===== src/rtl/tone_note_decoder_pkg.sv =====
// Shared note definitions for the piezo tone path: note table, one-hot indices and the
// period-to-note window classifier.
package tone_note_decoder_pkg;

    localparam int unsigned NOTE_NUM = 13;
    localparam int unsigned PERIOD_W = 19;

    typedef logic [NOTE_NUM-1:0] note_t;
    typedef logic [PERIOD_W-1:0] period_t;
    typedef period_t note_table_t [NOTE_NUM];

    // Tone periods in 50 MHz clock cycles, C4 first.
    localparam note_table_t NOTE_PERIOD = '{
        19'd191110, 19'd180388, 19'd170265, 19'd160704, 19'd151686, 19'd143172, 19'd135139,
        19'd127551, 19'd120395, 19'd113636, 19'd107260, 19'd101239, 19'd95557
    };

    localparam int unsigned NOTE_C4  = 0;
    localparam int unsigned NOTE_CS4 = 1;
    localparam int unsigned NOTE_D4  = 2;
    localparam int unsigned NOTE_DS4 = 3;
    localparam int unsigned NOTE_E4  = 4;
    localparam int unsigned NOTE_F4  = 5;
    localparam int unsigned NOTE_FS4 = 6;
    localparam int unsigned NOTE_G4  = 7;
    localparam int unsigned NOTE_GS4 = 8;
    localparam int unsigned NOTE_A4  = 9;
    localparam int unsigned NOTE_AS4 = 10;
    localparam int unsigned NOTE_B4  = 11;
    localparam int unsigned NOTE_C5  = 12;

    typedef enum logic [1:0] {StIdle, StMeasure, StLocked} state_e;

    // Windows are narrower than half the note spacing, so at most one bit is ever set.
    function automatic note_t classify(input period_t p, input note_table_t tbl,
                                       input int unsigned tol_shift);
        note_t                    m;
        logic signed [PERIOD_W:0] diff;
        logic [PERIOD_W:0]        mag;
        period_t                  win;
        m = '0;
        for (int unsigned k = 0; k < NOTE_NUM; k++) begin
            diff = $signed({1'b0, p}) - $signed({1'b0, tbl[k]});
            mag  = diff[PERIOD_W] ? unsigned'(-diff) : unsigned'(diff);
            win  = tbl[k] >> tol_shift;
            m[k] = (mag <= {1'b0, win});
        end
        return m;
    endfunction

endpackage


===== src/rtl/tone_note_decoder_if.sv =====
// Tone input and decoded-note outputs of the tone note decoder.
interface tone_note_decoder_if;

    logic                          tone_in;
    tone_note_decoder_pkg::note_t   note;
    logic                          note_valid;
    logic                          note_change;
    tone_note_decoder_pkg::period_t period;

    modport master (
        output tone_in,
        input  note, note_valid, note_change, period
    );

    modport slave (
        input  tone_in,
        output note, note_valid, note_change, period
    );

endinterface


===== src/rtl/tone_period_meter.sv =====
// Synchronises the tone pin, deglitches rising edges and measures the distance between
// accepted edges; flags a timeout when the tone has been absent too long.
module tone_period_meter
    import tone_note_decoder_pkg::*;
#(
    parameter int unsigned MIN_PERIOD  = 1000,
    parameter int unsigned TIMEOUT_CYC = 250000
) (
    input  logic    clk,
    input  logic    rst,
    input  logic    tone_in,
    input  logic    idle,
    output logic    acc_edge,
    output logic    cap,
    output logic    timeout,
    output period_t period
);

    logic    s1, s2, s3;
    logic    rise;
    period_t cnt;

    assign rise     = s2 & ~s3;
    // In idle any edge restarts measurement; otherwise short gaps are treated as glitches.
    assign acc_edge = rise & (idle | (cnt >= PERIOD_W'(MIN_PERIOD)));
    assign timeout  = ~idle & ~acc_edge & (cnt == PERIOD_W'(TIMEOUT_CYC));

    always_ff @(posedge clk or negedge rst) begin
        if (!rst) begin
            s1     <= 1'b0;
            s2     <= 1'b0;
            s3     <= 1'b0;
            cnt    <= '0;
            cap    <= 1'b0;
            period <= '0;
        end else begin
            s1  <= tone_in;
            s2  <= s1;
            s3  <= s2;
            cap <= acc_edge & ~idle;
            if (acc_edge) begin
                cnt <= period_t'(1);
            end else if (cnt != '1) begin
                cnt <= cnt + period_t'(1);
            end
            if (acc_edge && !idle) begin
                period <= cnt;
            end
        end
    end

endmodule


===== src/rtl/tone_note_decoder.sv =====
// Recovers the one-hot note code from a square-wave tone: measures the period, classifies
// it against the note table and reports a note once it has been stable for a few periods.
module tone_note_decoder
    import tone_note_decoder_pkg::*;
#(
    parameter int unsigned TOL_SHIFT   = 6,
    parameter int unsigned STABLE_CNT  = 4,
    parameter int unsigned MIN_PERIOD  = 1000,
    parameter int unsigned TIMEOUT_CYC = 250000,
    parameter note_table_t NOTE_TABLE  = NOTE_PERIOD
) (
    input logic               clk,
    input logic               rst,
    tone_note_decoder_if.slave bus
);

    localparam logic [3:0] STABLE = 4'(STABLE_CNT);

    state_e     state_q, state_d;
    note_t      note_q, note_d;
    note_t      cand_q, cand_d;
    logic [3:0] run_q, run_d;
    logic       valid_q, valid_d;
    logic       change_q, change_d;
    logic       acc_edge, cap, timeout;
    period_t    period;
    note_t      match;

    tone_period_meter #(
        .MIN_PERIOD (MIN_PERIOD),
        .TIMEOUT_CYC(TIMEOUT_CYC)
    ) u_meter (
        .clk     (clk),
        .rst     (rst),
        .tone_in (bus.tone_in),
        .idle    (state_q == StIdle),
        .acc_edge(acc_edge),
        .cap     (cap),
        .timeout (timeout),
        .period  (period)
    );

    assign match = classify(period, NOTE_TABLE, TOL_SHIFT);

    always_comb begin
        state_d = state_q;
        note_d  = note_q;
        cand_d  = cand_q;
        run_d   = run_q;
        valid_d = valid_q;
        if (timeout) begin
            state_d = StIdle;
            note_d  = '0;
            valid_d = 1'b0;
            cand_d  = '0;
            run_d   = '0;
        end else begin
            if (acc_edge && state_q == StIdle) begin
                state_d = StMeasure;
            end
            if (cap) begin
                if (match != '0 && match == cand_q) begin
                    if (run_q < STABLE) begin
                        run_d = run_q + 4'd1;
                    end
                end else begin
                    cand_d = match;
                    run_d  = (match != '0) ? 4'd1 : 4'd0;
                end
                // An outlier only resets the run; the reported note is held.
                if (run_d == STABLE && cand_d != note_q) begin
                    note_d  = cand_d;
                    valid_d = 1'b1;
                    state_d = StLocked;
                end
            end
        end
        change_d = (note_d != note_q);
    end

    always_ff @(posedge clk or negedge rst) begin
        if (!rst) begin
            state_q  <= StIdle;
            note_q   <= '0;
            cand_q   <= '0;
            run_q    <= '0;
            valid_q  <= 1'b0;
            change_q <= 1'b0;
        end else begin
            state_q  <= state_d;
            note_q   <= note_d;
            cand_q   <= cand_d;
            run_q    <= run_d;
            valid_q  <= valid_d;
            change_q <= change_d;
        end
    end

    assign bus.note        = note_q;
    assign bus.note_valid  = valid_q;
    assign bus.note_change = change_q;
    assign bus.period      = period;

endmodule


===== src/flat_wrapper.sv =====
// flat-port wrapper written by rule: the top's interface ports become plain ports
module tone_note_decoder_flat import tone_note_decoder_pkg::*;
#(
    parameter int unsigned TOL_SHIFT   = 6,
    parameter int unsigned STABLE_CNT  = 4,
    parameter int unsigned MIN_PERIOD  = 1000,
    parameter int unsigned TIMEOUT_CYC = 250000,
    parameter note_table_t NOTE_TABLE  = NOTE_PERIOD
)
  (clk, rst, bus_tone_in, bus_note, bus_note_valid, bus_note_change, bus_period);
  tone_note_decoder_if bus_i ();
  input logic clk;
  input logic rst;
  input wire logic [$bits(bus_i.tone_in)-1:0] bus_tone_in;
  output wire logic [$bits(bus_i.note)-1:0] bus_note;
  output wire logic [$bits(bus_i.note_valid)-1:0] bus_note_valid;
  output wire logic [$bits(bus_i.note_change)-1:0] bus_note_change;
  output wire logic [$bits(bus_i.period)-1:0] bus_period;
  assign bus_i.tone_in = bus_tone_in;
  assign bus_note = bus_i.note;
  assign bus_note_valid = bus_i.note_valid;
  assign bus_note_change = bus_i.note_change;
  assign bus_period = bus_i.period;
  tone_note_decoder #(.TOL_SHIFT(TOL_SHIFT), .STABLE_CNT(STABLE_CNT), .MIN_PERIOD(MIN_PERIOD), .TIMEOUT_CYC(TIMEOUT_CYC), .NOTE_TABLE(NOTE_TABLE)) u_core (.clk(clk), .rst(rst), .bus(bus_i));
endmodule

===== config.mk =====
export PLATFORM = sky130hd
export DESIGN_NAME = tone_note_decoder_flat
export DESIGN_NICKNAME = d
export VERILOG_FILES = /design/src/rtl/tone_note_decoder_pkg.sv /design/src/rtl/tone_note_decoder_if.sv /design/src/rtl/tone_period_meter.sv /design/src/rtl/tone_note_decoder.sv /design/src/flat_wrapper.sv
export SDC_FILE = /design/constraint.sdc
export NUM_CORES = 1
export LEC_CHECK = 0
export ABC_AREA = 1
export ABC_CLOCK_PERIOD_IN_PS = 11450
export CAP_MARGIN = 20
export CORE_ASPECT_RATIO = 0.6
export CORE_MARGIN = 5
export CORE_UTILIZATION = 35
export CTS_BUF_LIST = sky130_fd_sc_hd__clkbuf_2 sky130_fd_sc_hd__clkbuf_4 sky130_fd_sc_hd__clkbuf_8
export CTS_CLUSTER_SIZE = 8
export DETAILED_ROUTE_END_ITERATION = 6
export GPL_TIMING_DRIVEN = 0
export MAX_ROUTING_LAYER = met4
export PLACE_DENSITY_LB_ADDON = 0.05
export SETUP_SLACK_MARGIN = 0.15
export SYNTH_ARGS = -nofsm -noshare
export SYNTH_HDL_FRONTEND = slang
export SYNTH_SLANG_ARGS = --single-unit

===== constraint.sdc =====
create_clock -name clk -period 11.45 [get_ports clk]
set_clock_uncertainty 0.05 [all_clocks]
set_input_delay 2.29 -clock clk [delete_from_list [all_inputs] [get_ports clk]]
set_output_delay 2.29 -clock clk [all_outputs]
set_load 0.01 [all_outputs]

* Word level (Yosys, flattened, before mapping)
Index checks and enable logic that the tools add are counted.
** Word-level totals
- Input bits :: 3
- Output and inout port bits :: 34
- Logic and storage cells :: 118
- Register bits after elaboration :: 76
** Cells by class
- Eq/ne operators :: 6
- $add $sub $neg :: 28
- Reduce and logical (&&, ||, !) cells :: 11
- Order comparisons :: 15
- Muxes and demuxes :: 37
- Bitwise operators :: 9
** Operators with widths (number)
- $mux 20 :: 13
- $neg 20->20 :: 13
- $le 20x12->1 const B :: 7
- $sub 19x18->20 const B :: 7
- $le 20x11->1 const B :: 6
- $sub 19x17->20 const B :: 6
- $mux 13 :: 8
- $mux 19 :: 2
- $ne 13x13->1 :: 2
- $mux 4 :: 6
- $add 19x1->19 const B :: 1
- $eq 19x18->1 const B :: 1
- $ge 19x10->1 const B :: 1
- $ne 19x19->1 const B :: 1
- $eq 13x13->1 :: 1
- $reduce_bool 13->1 :: 1
- $mux 2 :: 4
- $reduce_bool 2->1 :: 3
- $and 1x1->1 :: 5
- $add 4x1->4 const B :: 1
- $eq 4x3->1 const B :: 1
- $logic_and 1x1->1 :: 4
- $lt 4x3->1 const B :: 1
- $mux 1 :: 4
- 5 further kinds :: 7

* Longest topological paths before layout
- Depth after elaboration :: 15
- Mapped depth :: 40
- Depth with buffers taken out :: 37

* Cells and area by module
Synthesis repeated with hierarchy kept, for this count alone.
** Second synthesis, totals
- Cell total of the unflattened synthesis :: 3239
- Area, all modules :: 16669.7 µm²
** Modules (own cells, without submodules)
- tone_note_decoder :: times used 1, area an instance 14450.1 µm², sequential area each 850.8 µm², cells each 2957
- tone_period_meter :: times used 1, area an instance 2219.6 µm², sequential area each 1051.0 µm², cells each 282

* Least setup slack after synthesis
OpenSTA, ideal clock, no wires.
- Path type :: reg2reg
- Start :: reg u_core.u_meter.period[2]
- End :: reg u_core.change_q, in the netlist u_core.bus.note_change
- Path buffers :: 3
- Setup time :: 125 ps
- Slack :: 7181 ps
- Data required time :: 11275 ps
- Cell stages (with the launch flop) :: 35
- Period minus slack after synthesis :: 4269 ps
- Data arrival time :: 4094 ps
- Cells stage by stage :: dfrtp_1 > buf_4 > inv_2 > buf_2 > ha_1 > inv_1 > nand2_1 > nand2_1 > nor2_1 > nand2_2 > nor2_2 > nand3_1 > nor2_2 > nand3_1 > nand2_1 > nand2_1 > nand2_1 > nand2_1 > nor2_1 > nand2_1 > nor2_4 > nor2_1 > nor2_1 > nand4_1 > nor2_2 > nand3_1 > nand2_1 > buf_4 > nand4_1 > nand3_1 > nand2_1 > nand2_1 > nand2_1 > nor2_1 > nand3_1
** On the way
- Longest elaborated chain between the ends :: 15
- Elaborated cells on any way between the ends :: 69
- Those cells by class :: 26 x add/sub; 13 x order compare; 4 x eq/ne; 23 x mux; 3 x reduce/logical
** Ends and longest elaborated chain
- start: declaration :: line tone_period_meter.sv:16 : output period_t period
- start signal: assignment :: line tone_period_meter.sv:47 : period <= cnt;
- $sub 19x18->20 / $sub 19x17->20 (equally long branches) :: line tone_note_decoder_pkg.sv:43 : diff = $signed({1'b0, p}) - $signed({1'b0, tbl[k]});
- $neg 20->20 :: line tone_note_decoder_pkg.sv:44 : mag = diff[PERIOD_W] ? unsigned'(-diff) : unsigned'(diff);
- $mux 20 :: line tone_note_decoder_pkg.sv:44
- $le 20x12->1 / $le 20x11->1 (equally long branches) :: line tone_note_decoder_pkg.sv:46 : m[k] = (mag <= {1'b0, win});
- $eq 13x13->1 / $reduce_bool 13->1 (equally long branches) :: line tone_note_decoder.sv:62, tone_note_decoder.sv:68
- $logic_and 1x1->1 / $mux 1 (equally long branches) :: line tone_note_decoder.sv:62, tone_note_decoder.sv:68
- $mux 13 / $mux 4 (equally long branches) :: line tone_note_decoder.sv:62 : if (match != '0 && match == cand_q) begin
- $mux 13 / $mux 4 (equally long branches) :: line tone_note_decoder.sv:61 : if (cap) begin
- $mux 13 / $mux 4 (equally long branches) :: line tone_note_decoder.sv:51 : if (timeout) begin
- $ne 13x13->1 / $eq 4x3->1 (equally long branches) :: line tone_note_decoder.sv:71 : if (run_d == STABLE && cand_d != note_q) begin
- $logic_and 1x1->1 :: line tone_note_decoder.sv:71
- $mux 13 (*) :: line tone_note_decoder.sv:71
- $mux 13 (*) :: line tone_note_decoder.sv:61
- $mux 13 (*) :: line tone_note_decoder.sv:51
- $ne 13x13->1 (*) :: line tone_note_decoder.sv:78 : change_d = (note_d != note_q);
- named net u_core.change_d :: line tone_note_decoder.sv:24 : logic change_q, change_d;
- end signal: assignment :: line tone_note_decoder.sv:95 : change_q <= change_d;
- end: declaration :: line tone_note_decoder.sv:24
Mark *: on every way through the listed nets, which the timed path passes. The rest lies on a longest branch. The select of a mux whose other input is x is not followed.
A chain may end at the register's enable or synchronous reset.

* Final worst setup path
- Start :: reg u_core.u_meter.period[0]
- End :: reg u_core.change_q, in the netlist u_core.bus.note_change
Same word-level chain as after synthesis.

==> impl_metrics.tcl <==
set metrics [dict create \
    start_kind "flop" \
    drtPass1Iterations 6 \
    avgSynthCellArea_um2 5.10 \
    yosysMostFrequentCell "nand2_1" \
    synth_top_area_share_pct 29.8 \
    r2r_slack_ps 4120 \
    crit_type "flop to flop" \
    synth_warnings 0 \
    critPathMostFrequentCell "nand2_1" \
    cts_setup_buffers 0 \
    dr_total_vias 22486 \
    period_needed_ps 7330 \
    drt_iter0_markers 3581 \
    cts-buffers-inserted 9 \
    hold_depth 0 \
    ios 37 \
    setup_viol 0 \
    hold_viol 0 \
    worstPathMaxFanout 10 \
    detail-route-antenna-nets 0 \
    finalCritPeriodShare_pct 64.0 \
    slew_headroom_pct 15.9 \
    die_w_um 290 \
    synth-main-ff-cell "dfrtp_1" \
    crit_path_end_kind "flop" \
    cap_violations 0 \
    p_leak_nw 10.2 \
    initial_core_util_pct 35.4 \
    wire_per_inst_um 25.2 \
    grt_pass1_wl_mm 139 \
    drt_wl_total_mm 98.5 \
    async_flop_share_pct 100 \
    timing.rr.start "u_core.u_meter.period[0]" \
    synth_common_cells "1301 x nand2_1, 397 x nand3_1, 384 x nor2_1" \
    cts_resized 0 \
    core_mm2 0.0463 \
    min_from "u_core.u_meter.s1" \
    clk_root_buffer_cell "clkbuf_8" \
    area_growth_syn_to_layout_pct 8.79 \
    port_buffers 36 \
    routabilityCongestion 1.10 \
    syn_area_mm2 0.0164 \
    synth_fp_nets 3245 \
    synth_seq_cells 76 \
    power_mw 2.36 \
    synthCells 3217 \
    worst_path_max_delay_cell "dfrtp_1" \
    status "finished, final reports clean" \
    arrival_ps 7560 \
    die-area_mm2 0.0515 \
    hold_ws_ps 313 \
    maxSlewViolCount 0 \
    post-dp-hpwl_mm 79.5 \
    grt_antenna_before_repair 7 \
    seq_area_frac_synth_pct 11.6 \
    finalSetupTns_ps 0 \
    r2r-end "u_core.bus.note_change" \
    power_density_mw_per_mm2 132 \
    worstPathRequired_ps 11680 \
    grt_util_all_layers_pct 38.5 \
    grt_max_degree 66 \
    drive_gt1_share_pct 6.87 \
    cts_tree "done" \
    max-vdd-ir-drop_v 0.000205 \
    fin_nets 3296 \
    avgViaCountPerCell 5.76 \
    worst_slew_pin_slew_ps 1260 \
    cts.sinks 76 \
    min_to "u_core.u_meter.s2" \
    cts_hold_buffers 0 \
    clk_latency_ps 410 \
    grt_setup_unrepaired "false" \
    grt_pass1_vias 19495 \
    slowest_delay_ps 710 \
    synth_cell_types 58 \
    multi_input_area_mm2 0.0126 \
    row_count 61 \
    fillers 5319 \
    drc_errors 0 \
    synth-edff-count 0 \
    max_freq_ghz 0.136 \
    die_h_um 178 \
    path_clk_slew_ps 90 \
    worstHoldPathType "flop to flop" \
    yosysTopAreaCell "nand2_1" \
    htree_levels 3 \
    grt-ovfl-total 0 \
    ys_top_cells_by_area "nand2_1 30%, nand3_1 12%, dfrtp_1 12%" \
    register_area_mm2 0.00190 \
    clk_path_buf_depth 2 \
    r2r_cells 34 \
]
## metal layers
| layer | up-vias | global-route usage [%] | wire (um) |
|---|---|---|---|
| met1 | 10552 | 58.1 | 46500 |
| met4 | 0 | 7.54 | 2490 |
| met3 | 159 | 13.3 | 14400 |
| li1 | 10313 | - | - |
| met5 | - | - | 0 |
| met2 | 1462 | 48.3 | 35200 |
## worst max-delay path: cells and delay by family (launching register included)
family                     cells  cell delay [ps]
and+or+nand+nor               27             3760
buffers and inverters          6             1980
DFF                            1              710
adders and majority gates      1              680
## logic make-up after synthesis
logic type	after synthesis	synth area share, %
and+or+nand+nor	2315	60.9
DFF	76	11.6
adders and majority gates	25	1.91
xor gates and xnor gates	111	5.97
buffers and inverters	459	11.8
AOI/OAI and AO/OA	231	7.86
## through the flow
| stage | std cells | cell area (um2) | utilization (%) | worst slack [ps] |
|---|---|---|---|---|
| after floorplan | 3217 | 16400 | - | 7180 |
| after global placement | 3883 | 17600 | 37.9 | 4610 |
| after detailed placement | 3886 | 17600 | 38.0 | 4560 |
| after CTS | 3902 | 17800 | 38.5 | 4520 |
| after global routing | 3905 | 17900 | 38.5 | 3890 |
| final | 3906 | 17900 | 38.5 | 4120 |
## flip-flops by register name, summed over array words and instances (netlist names)
signal	cells
u_core.u_meter.s2	1
u_core.bus.note_valid	1
u_core.run_q	4
u_core.u_meter.cnt	19
u_core.u_meter.cap	1
u_core.u_meter.s3	1
u_core.u_meter.period	19
u_core.state_q	2
u_core.bus.note_change	1
u_core.bus.note	13
u_core.u_meter.s1	1
u_core.cand_q	13
## cell usage in the layout (no fill, tap or decap), types with 7 or more instances in the layout
cell type	n
nand2_1	1301
nand3_1	397
nor2_1	384
inv_1	325
o21ai_0	108
xor2_1	99
nand4_1	80
dfrtp_1	76
a21oi_1	55
buf_2	52
clkdlybuf4s50_1	35
nor2_2	28
nand3b_1	26
nand2_2	25
ha_1	25
clkbuf_1	23
inv_2	22
o21ai_1	21
nor3_1	21
buf_4	17
nand3_2	14
o22ai_1	12
nor2_4	11
xnor2_1	11
buf_1	11
clkbuf_8	9
buf_6	7
o211ai_1	7
## final cells by class
class,count,area share (%)
Antenna cell,3,0.0420
Buffer,110,3.43
Clock buffer,10,0.736
Clock inverter,6,0.533
Inverter,349,7.41
Multi-Input combinational cell,2682,70.4
Sequential cell,76,10.7
Tap cell,630,4.41
Timing Repair Buffer,40,2.35
## report_power, final
group	switching (mW)	leakage [nW]	internal, mW	total, mW
clock	0.121	0.115	0.127	0.248
sequential	0.0697	1.03	0.290	0.360
combinational	1.32	9.03	0.437	1.76
total	1.51	10.2	0.854	2.36
## how the worst max path moves through the flow
stage | endpoint | slack [ps] | startpoint | cells past startpoint
after floorplan | u_core.bus.note_change | 7180 | u_core.u_meter.period[2] | 34
after global placement | u_core.bus.note_change | 4610 | u_core.u_meter.period[0] | 31
after detailed placement | u_core.bus.note_change | 4560 | u_core.u_meter.period[0] | 34
after CTS | u_core.bus.note_change | 4520 | u_core.u_meter.period[0] | 34
after global routing | u_core.bus.note_change | 3890 | u_core.u_meter.period[0] | 34
final | u_core.bus.note_change | 4120 | u_core.u_meter.period[0] | 34
No activity file was read; power rests on OpenSTA's default activity.
